[config.mk]
export PLATFORM = sky130hd
export DESIGN_NAME = lif_sweep_scheduler
export DESIGN_NICKNAME = d
export VERILOG_FILES = /design/src/rtl/lif_sweep_scheduler.sv
export SDC_FILE = /design/constraint.sdc
export NUM_CORES = 1
export LEC_CHECK = 0
export BUFFER_PORTS_ARGS = -buffer_cell sky130_fd_sc_hd__buf_2
export CAP_MARGIN = 10
export CORE_UTILIZATION = 45
export DETAILED_ROUTE_END_ITERATION = 7
export GPL_TIMING_DRIVEN = 0
export PLACE_DENSITY = 0.69
export SLEW_MARGIN = 10
export SYNTH_ARGS = -nofsm -noshare
export SYNTH_HDL_FRONTEND = slang
export SYNTH_SLANG_ARGS = --single-unit
[constraint.sdc]
create_clock -name clk -period 7.77 [get_ports clk]
set_input_delay 1.1655 -clock clk [delete_from_list [all_inputs] [get_ports clk]]
set_output_delay 1.1655 -clock clk [all_outputs]
set_load 0.005 [all_outputs]
[src/rtl/lif_sweep_scheduler.sv]
// Time-multiplexed leaky-integrate-and-fire sweep: one neuron per cycle per timestep,
// spikes leave as neuron-ID events on a valid/ready port that can stall the sweep.
module lif_sweep_scheduler #(
   parameter int NUM_NEURONS = 4,
   parameter int ID_W        = 2,
   parameter int V_W         = 8,
   parameter int LEAK_SHIFT  = 3,
   parameter int REFRAC      = 1
) (
   input  logic                   clk,
   input  logic                   rst,
   input  logic                   tick,
   input  logic                   in_we,
   input  logic [ID_W-1:0]        in_addr,
   input  logic [V_W-1:0]         in_data,
   input  logic [V_W-1:0]         thresh,
   output logic                   busy,
   output logic                   done,
   output logic                   spike_valid,
   input  logic                   spike_ready,
   output logic [ID_W-1:0]        spike_id,
   output logic [NUM_NEURONS-1:0] spike_vec,
   output logic [3:0]             overrun
);

   typedef enum logic [1:0] {S_IDLE, S_UPDATE, S_EMIT, S_DONE} state_t;

   state_t                r_state;
   state_t                w_next_state;
   logic [ID_W-1:0]       r_idx;
   logic [V_W-1:0]        r_v      [NUM_NEURONS];
   logic [3:0]            r_refrac [NUM_NEURONS];
   logic [V_W-1:0]        r_cur    [NUM_NEURONS];
   logic [ID_W-1:0]       r_spike_id;
   logic [NUM_NEURONS-1:0] r_spike_vec;
   logic [3:0]            r_overrun;

   logic [V_W-1:0]        w_v_now;
   logic [V_W-1:0]        w_leaked;
   logic [V_W:0]          w_sum_wide;
   logic [V_W-1:0]        w_sum;
   logic                  w_in_refrac;
   logic                  w_fire;
   logic                  w_last;

   always_comb begin
      w_v_now     = r_v[r_idx];
      w_leaked    = w_v_now - (w_v_now >> LEAK_SHIFT);
      w_sum_wide  = {1'b0, w_leaked} + {1'b0, r_cur[r_idx]};
      w_sum       = w_sum_wide[V_W] ? {V_W{1'b1}} : w_sum_wide[V_W-1:0];
      w_in_refrac = (r_refrac[r_idx] != 4'd0);
      w_fire      = !w_in_refrac && (thresh != {V_W{1'b0}}) && (w_sum >= thresh);
      w_last      = (r_idx == ID_W'(NUM_NEURONS - 1));
   end

   always_comb begin
      w_next_state = r_state;
      case (r_state)
         S_IDLE:   w_next_state = tick ? S_UPDATE : S_IDLE;
         S_UPDATE: begin
            if (w_fire)      w_next_state = S_EMIT;
            else if (w_last) w_next_state = S_DONE;
            else             w_next_state = S_UPDATE;
         end
         S_EMIT: begin
            if (spike_ready) w_next_state = w_last ? S_DONE : S_UPDATE;
            else             w_next_state = S_EMIT;
         end
         S_DONE:   w_next_state = S_IDLE;
         default:  w_next_state = S_IDLE;
      endcase
   end

   always_ff @(posedge clk or posedge rst) begin
      if (rst) r_state <= S_IDLE;
      else     r_state <= w_next_state;
   end

   // Sweep datapath: index, membrane and refractory files, spike bookkeeping.
   always_ff @(posedge clk or posedge rst) begin
      if (rst) begin
         r_idx       <= {ID_W{1'b0}};
         r_spike_id  <= {ID_W{1'b0}};
         r_spike_vec <= {NUM_NEURONS{1'b0}};
         for (int i = 0; i < NUM_NEURONS; i++) begin
            r_v[i]      <= {V_W{1'b0}};
            r_refrac[i] <= 4'd0;
         end
      end else begin
         case (r_state)
            S_IDLE: begin
               if (tick) begin
                  r_idx       <= {ID_W{1'b0}};
                  r_spike_vec <= {NUM_NEURONS{1'b0}};
               end
            end
            S_UPDATE: begin
               if (w_in_refrac) begin
                  r_v[r_idx]      <= {V_W{1'b0}};
                  r_refrac[r_idx] <= r_refrac[r_idx] - 4'd1;
               end else if (w_fire) begin
                  r_v[r_idx]         <= {V_W{1'b0}};
                  r_refrac[r_idx]    <= 4'(REFRAC);
                  r_spike_vec[r_idx] <= 1'b1;
                  r_spike_id         <= r_idx;
               end else begin
                  r_v[r_idx] <= w_sum;
               end
               if (!w_fire && !w_last) r_idx <= r_idx + ID_W'(1);
            end
            S_EMIT: begin
               if (spike_ready && !w_last) r_idx <= r_idx + ID_W'(1);
            end
            default: ;
         endcase
      end
   end

   // Host current writes land in any state; an update in the same cycle sees the old value.
   always_ff @(posedge clk or posedge rst) begin
      if (rst) begin
         for (int i = 0; i < NUM_NEURONS; i++) r_cur[i] <= {V_W{1'b0}};
      end else if (in_we) begin
         r_cur[in_addr] <= in_data;
      end
   end

   always_ff @(posedge clk or posedge rst) begin
      if (rst)                                               r_overrun <= 4'd0;
      else if (tick && r_state != S_IDLE && r_overrun != 4'd15) r_overrun <= r_overrun + 4'd1;
   end

   assign busy        = (r_state != S_IDLE);
   assign done        = (r_state == S_DONE);
   assign spike_valid = (r_state == S_EMIT);
   assign spike_id    = r_spike_id;
   assign spike_vec   = r_spike_vec;
   assign overrun     = r_overrun;

endmodule
==> results_dict.tcl <==
set metrics [dict create \
    wl_um 10630 \
    post_drt_wl_per_cell_um 17.46 \
    slowest_delay_ns 0.66 \
    cp_top_family "compound AO/OA/AOI/OAI gates" \
    grt_pass1_vias 3573 \
    cp_cell_sequence "buf_1, clkbuf_1, mux4_2, ha_1, a21o_1, a21oi_1, o21ai_0, xnor2_1, ha_1, or2_2, o211a_1, a211o_1, a21oi_1, inv_1, ha_1, nand4_1, o31ai_2, a21bo_2, buf_2, nand3_1, a32o_1" \
    rsz0062_at_grt "no" \
    ys.warnings.count 0 \
    synth_cell_type_count 48 \
    met1_usage_pct 27.40 \
    htreeDepth 3 \
    place.gp.congestion 0.8374 \
    areaGrowthSynthToFinish_pct 13.40 \
    syn_nets 474 \
    clk_latency_ns 0.34 \
    die-area_um2 11840 \
    path_buf_inv 4 \
    io_buffers 35 \
    ys.flop_type "dfrtp_1" \
    criticalPathCategory "flop to flop" \
    grt_use_met2_pct 31.33 \
    grt_use_total_pct 20.01 \
    vias 3455 \
    final-hold-violation-count 0 \
    cp_data_required_time_ns 8.01 \
    postCtsSetupBuffers 0 \
    die_x_um 108.8 \
    synth_mux_area_share_pct 21.49 \
    coreArea_um2 10980 \
    clk_path_buf_depth 2 \
    synthSimpleGateAreaFrac_pct 7.310 \
    drive_above_1_share_pct 30.70 \
    ant_nets 0 \
    synth_adder_area_share_pct 8.577 \
    cap_violations 0 \
    tightest_slew_ns 0.8113 \
    finalCritPeriodShare_pct 91.92 \
    drtIter0Drc 192 \
    cts.sinks 94 \
    worstPathMaxFanout 10 \
    final_core_util_pct 53.02 \
    synth_top_family_by_area "multiplexers" \
    io_pins 36 \
    critPathCaptureType "flop" \
    async_flop_share_pct 100.0 \
    grt_overflow_total 0 \
    synth_xor_area_share_pct 2.047 \
    cp_common_cell "ha_1" \
    tritoncts "yes" \
    setup_viol 0 \
    finalWorstPathRequiredPeriod_ns 7.143 \
    vias_per_cell 5.673 \
    outcome "complete, no violations" \
    cts_root_buffer "clkbuf_16" \
    cp-start-kind "flop" \
    finalMaxSlewViolations 0 \
    antenna_found_initial 0 \
    netlist_area_um2 5135 \
    relSlewSlack_pct 45.91 \
    grt_start_max_net_pins 60 \
    first_pass_iters 4 \
    gr-usage-met3_pct 3.945 \
    antenna_cells 0 \
    rows 38 \
    cp.arrival_ns 7.38 \
    slowest_stage "buf_1" \
    setup_slack_ns 0.6274 \
    start_util_pct 46.75 \
    grt_pass1_wl_um 17760 \
    synth-seq-cells 94 \
    clkTransAtPathRegs_ns 0.07 \
    numCtsBuffers 9 \
    synth.avg_cell_area_um2 12.31 \
    synth_compound_area_share_pct 11.55 \
    drc_errors 0 \
    syn_inst 417 \
    synth-edff-count 0 \
    finalNetCount 521 \
    synth-seq-area-share_pct 45.81 \
    top_usage_layer "met2" \
    max_freq_ghz 0.1400 \
    finalSetupTns_ns 0 \
    dp_slack_ns 0.4917 \
    hpwl_um 7817 \
    worst_clock_skew_ns 0.006629 \
    die_h_um 108.8 \
    holdCritPathClass "flop to flop" \
]
-- state kept, by name, indices dropped and copies added (netlist names) --
signal     flops
overrun        4
r_cur         32
r_idx          2
spike_vec      4
r_state        2
r_refrac      16
spike_id       2
r_v           32
-- worst min-delay path: cells and delay by family, from the launching register on --
kind	cells	cell delay (ns)
flops	1	0.34
compound gates	1	0.06
simple gates	1	0.05
-- what timing repair did --
item / in CTS / in global routing
hold buffers: 0 / 0
setup endpoints to repair: 0 / 6
gates resized for setup: 0 / 1
-- area by class of cell --
class | instances | area (um2)
flip-flops and latches | 94 | 2352
repair buffers | 36 | 202.7
multi-input cells | 280 | 2628
clock buffers | 9 | 225.2
inverters | 32 | 122.6
well taps | 140 | 175.2
clock inverters | 7 | 72.57
plain buffers | 11 | 45.04
fillers | 936 | 5160
-- path summary, 6_finish.rpt --
| check | from | end | slack [ns] | cells after the start |
|---|---|---|---|---|
| max reg2reg | r_idx[1] | r_refrac[1] | 0.63 | 21 |
| min | spike_id[0] | spike_id[0] | 0.49 | 2 |
| max | r_idx[1] | r_refrac[1] | 0.63 | 21 |
| min in group asynchronous | rst | r_cur[13] | 0.85 | 2 |
| min reg2reg | spike_id[0] | spike_id[0] | 0.49 | 2 |
| max in group asynchronous | rst | r_refrac[3] | 6.28 | 3 |
-- cells in the mapped netlist (2+ instances only) --
| cell type | n | area, um2 |
|---|---|---|
| o21ai_1 | 6 | 30.03 |
| buf_1 | 4 | 15.01 |
| a21o_1 | 4 | 30.03 |
| a22o_1 | 7 | 61.31 |
| a21oi_2 | 3 | 26.28 |
| a211o_1 | 4 | 35.03 |
| nor2b_1 | 4 | 25.02 |
| fa_1 | 2 | 40.04 |
| mux2_2 | 57 | 641.9 |
| mux4_2 | 20 | 450.4 |
| and3_1 | 3 | 18.77 |
| o2bb2ai_1 | 4 | 35.03 |
| and2_1 | 4 | 25.02 |
| clkbuf_1 | 4 | 15.01 |
| o211ai_1 | 2 | 15.01 |
| nor3_1 | 5 | 25.02 |
| nor4_1 | 2 | 12.51 |
| nand3b_1 | 2 | 15.01 |
| xor2_1 | 5 | 43.79 |
| a32o_1 | 5 | 50.05 |
| inv_1 | 32 | 120.1 |
| nand2b_1 | 4 | 25.02 |
| nand2_1 | 26 | 97.59 |
| dfrtp_1 | 94 | 2352 |
| o31ai_1 | 5 | 37.54 |
| nor2_1 | 12 | 45.04 |
| nand3_1 | 5 | 25.02 |
| a21oi_1 | 19 | 95.09 |
| o21ai_0 | 7 | 35.03 |
| or3_1 | 2 | 12.51 |
| buf_2 | 3 | 15.01 |
| xnor2_1 | 7 | 61.31 |
| o21a_1 | 7 | 52.55 |
| ha_1 | 32 | 400.4 |
| a31oi_1 | 2 | 12.51 |
-- cells by family after synthesis --
| family | count (synthesis) |
|---|---|
| mux | 78 |
| fa+ha+maj | 34 |
| xor+xnor | 12 |
| compound gates | 82 |
| simple gates | 74 |
| buf+inv | 43 |
| flops | 94 |
-- cell usage in the layout, fill, tap and decap left out, types with 5 or more instances in the layout --
| master | instances |
|---|---|
| a22o_1 | 7 |
| mux2_2 | 57 |
| xor2_1 | 5 |
| o21a_1 | 7 |
| xnor2_1 | 7 |
| inv_1 | 31 |
| o21ai_0 | 7 |
| a21oi_1 | 19 |
| mux4_2 | 20 |
| nor2_1 | 12 |
| nand2_1 | 26 |
| buf_2 | 38 |
| nor3_1 | 5 |
| clkbuf_16 | 9 |
| o21ai_1 | 6 |
| a32o_1 | 5 |
| dfrtp_1 | 94 |
| ha_1 | 32 |
| nand3_1 | 5 |
-- stage by stage --
stage	instances	instance area [um2]	hold WS [ns]
after CTS	609	5818	0.4935
after global placement	592	5485	0.4593
after detailed placement	593	5520	0.4714
after global routing	609	5823	0.5110
after floorplan	417	5135	0.4432
final	609	5823	0.4894
-- layer usage --
metal	share of wire, %	wire length, um	up-vias
met4	2.2	230	0
met5	0	0	-
li1	-	-	1624
met1	47	4948	1761
met2	48	5091	55
met3	3.4	362	15
Power is not shown: default switching activity piles up to over one toggle a cycle in this logic, so the estimate is an artifact.
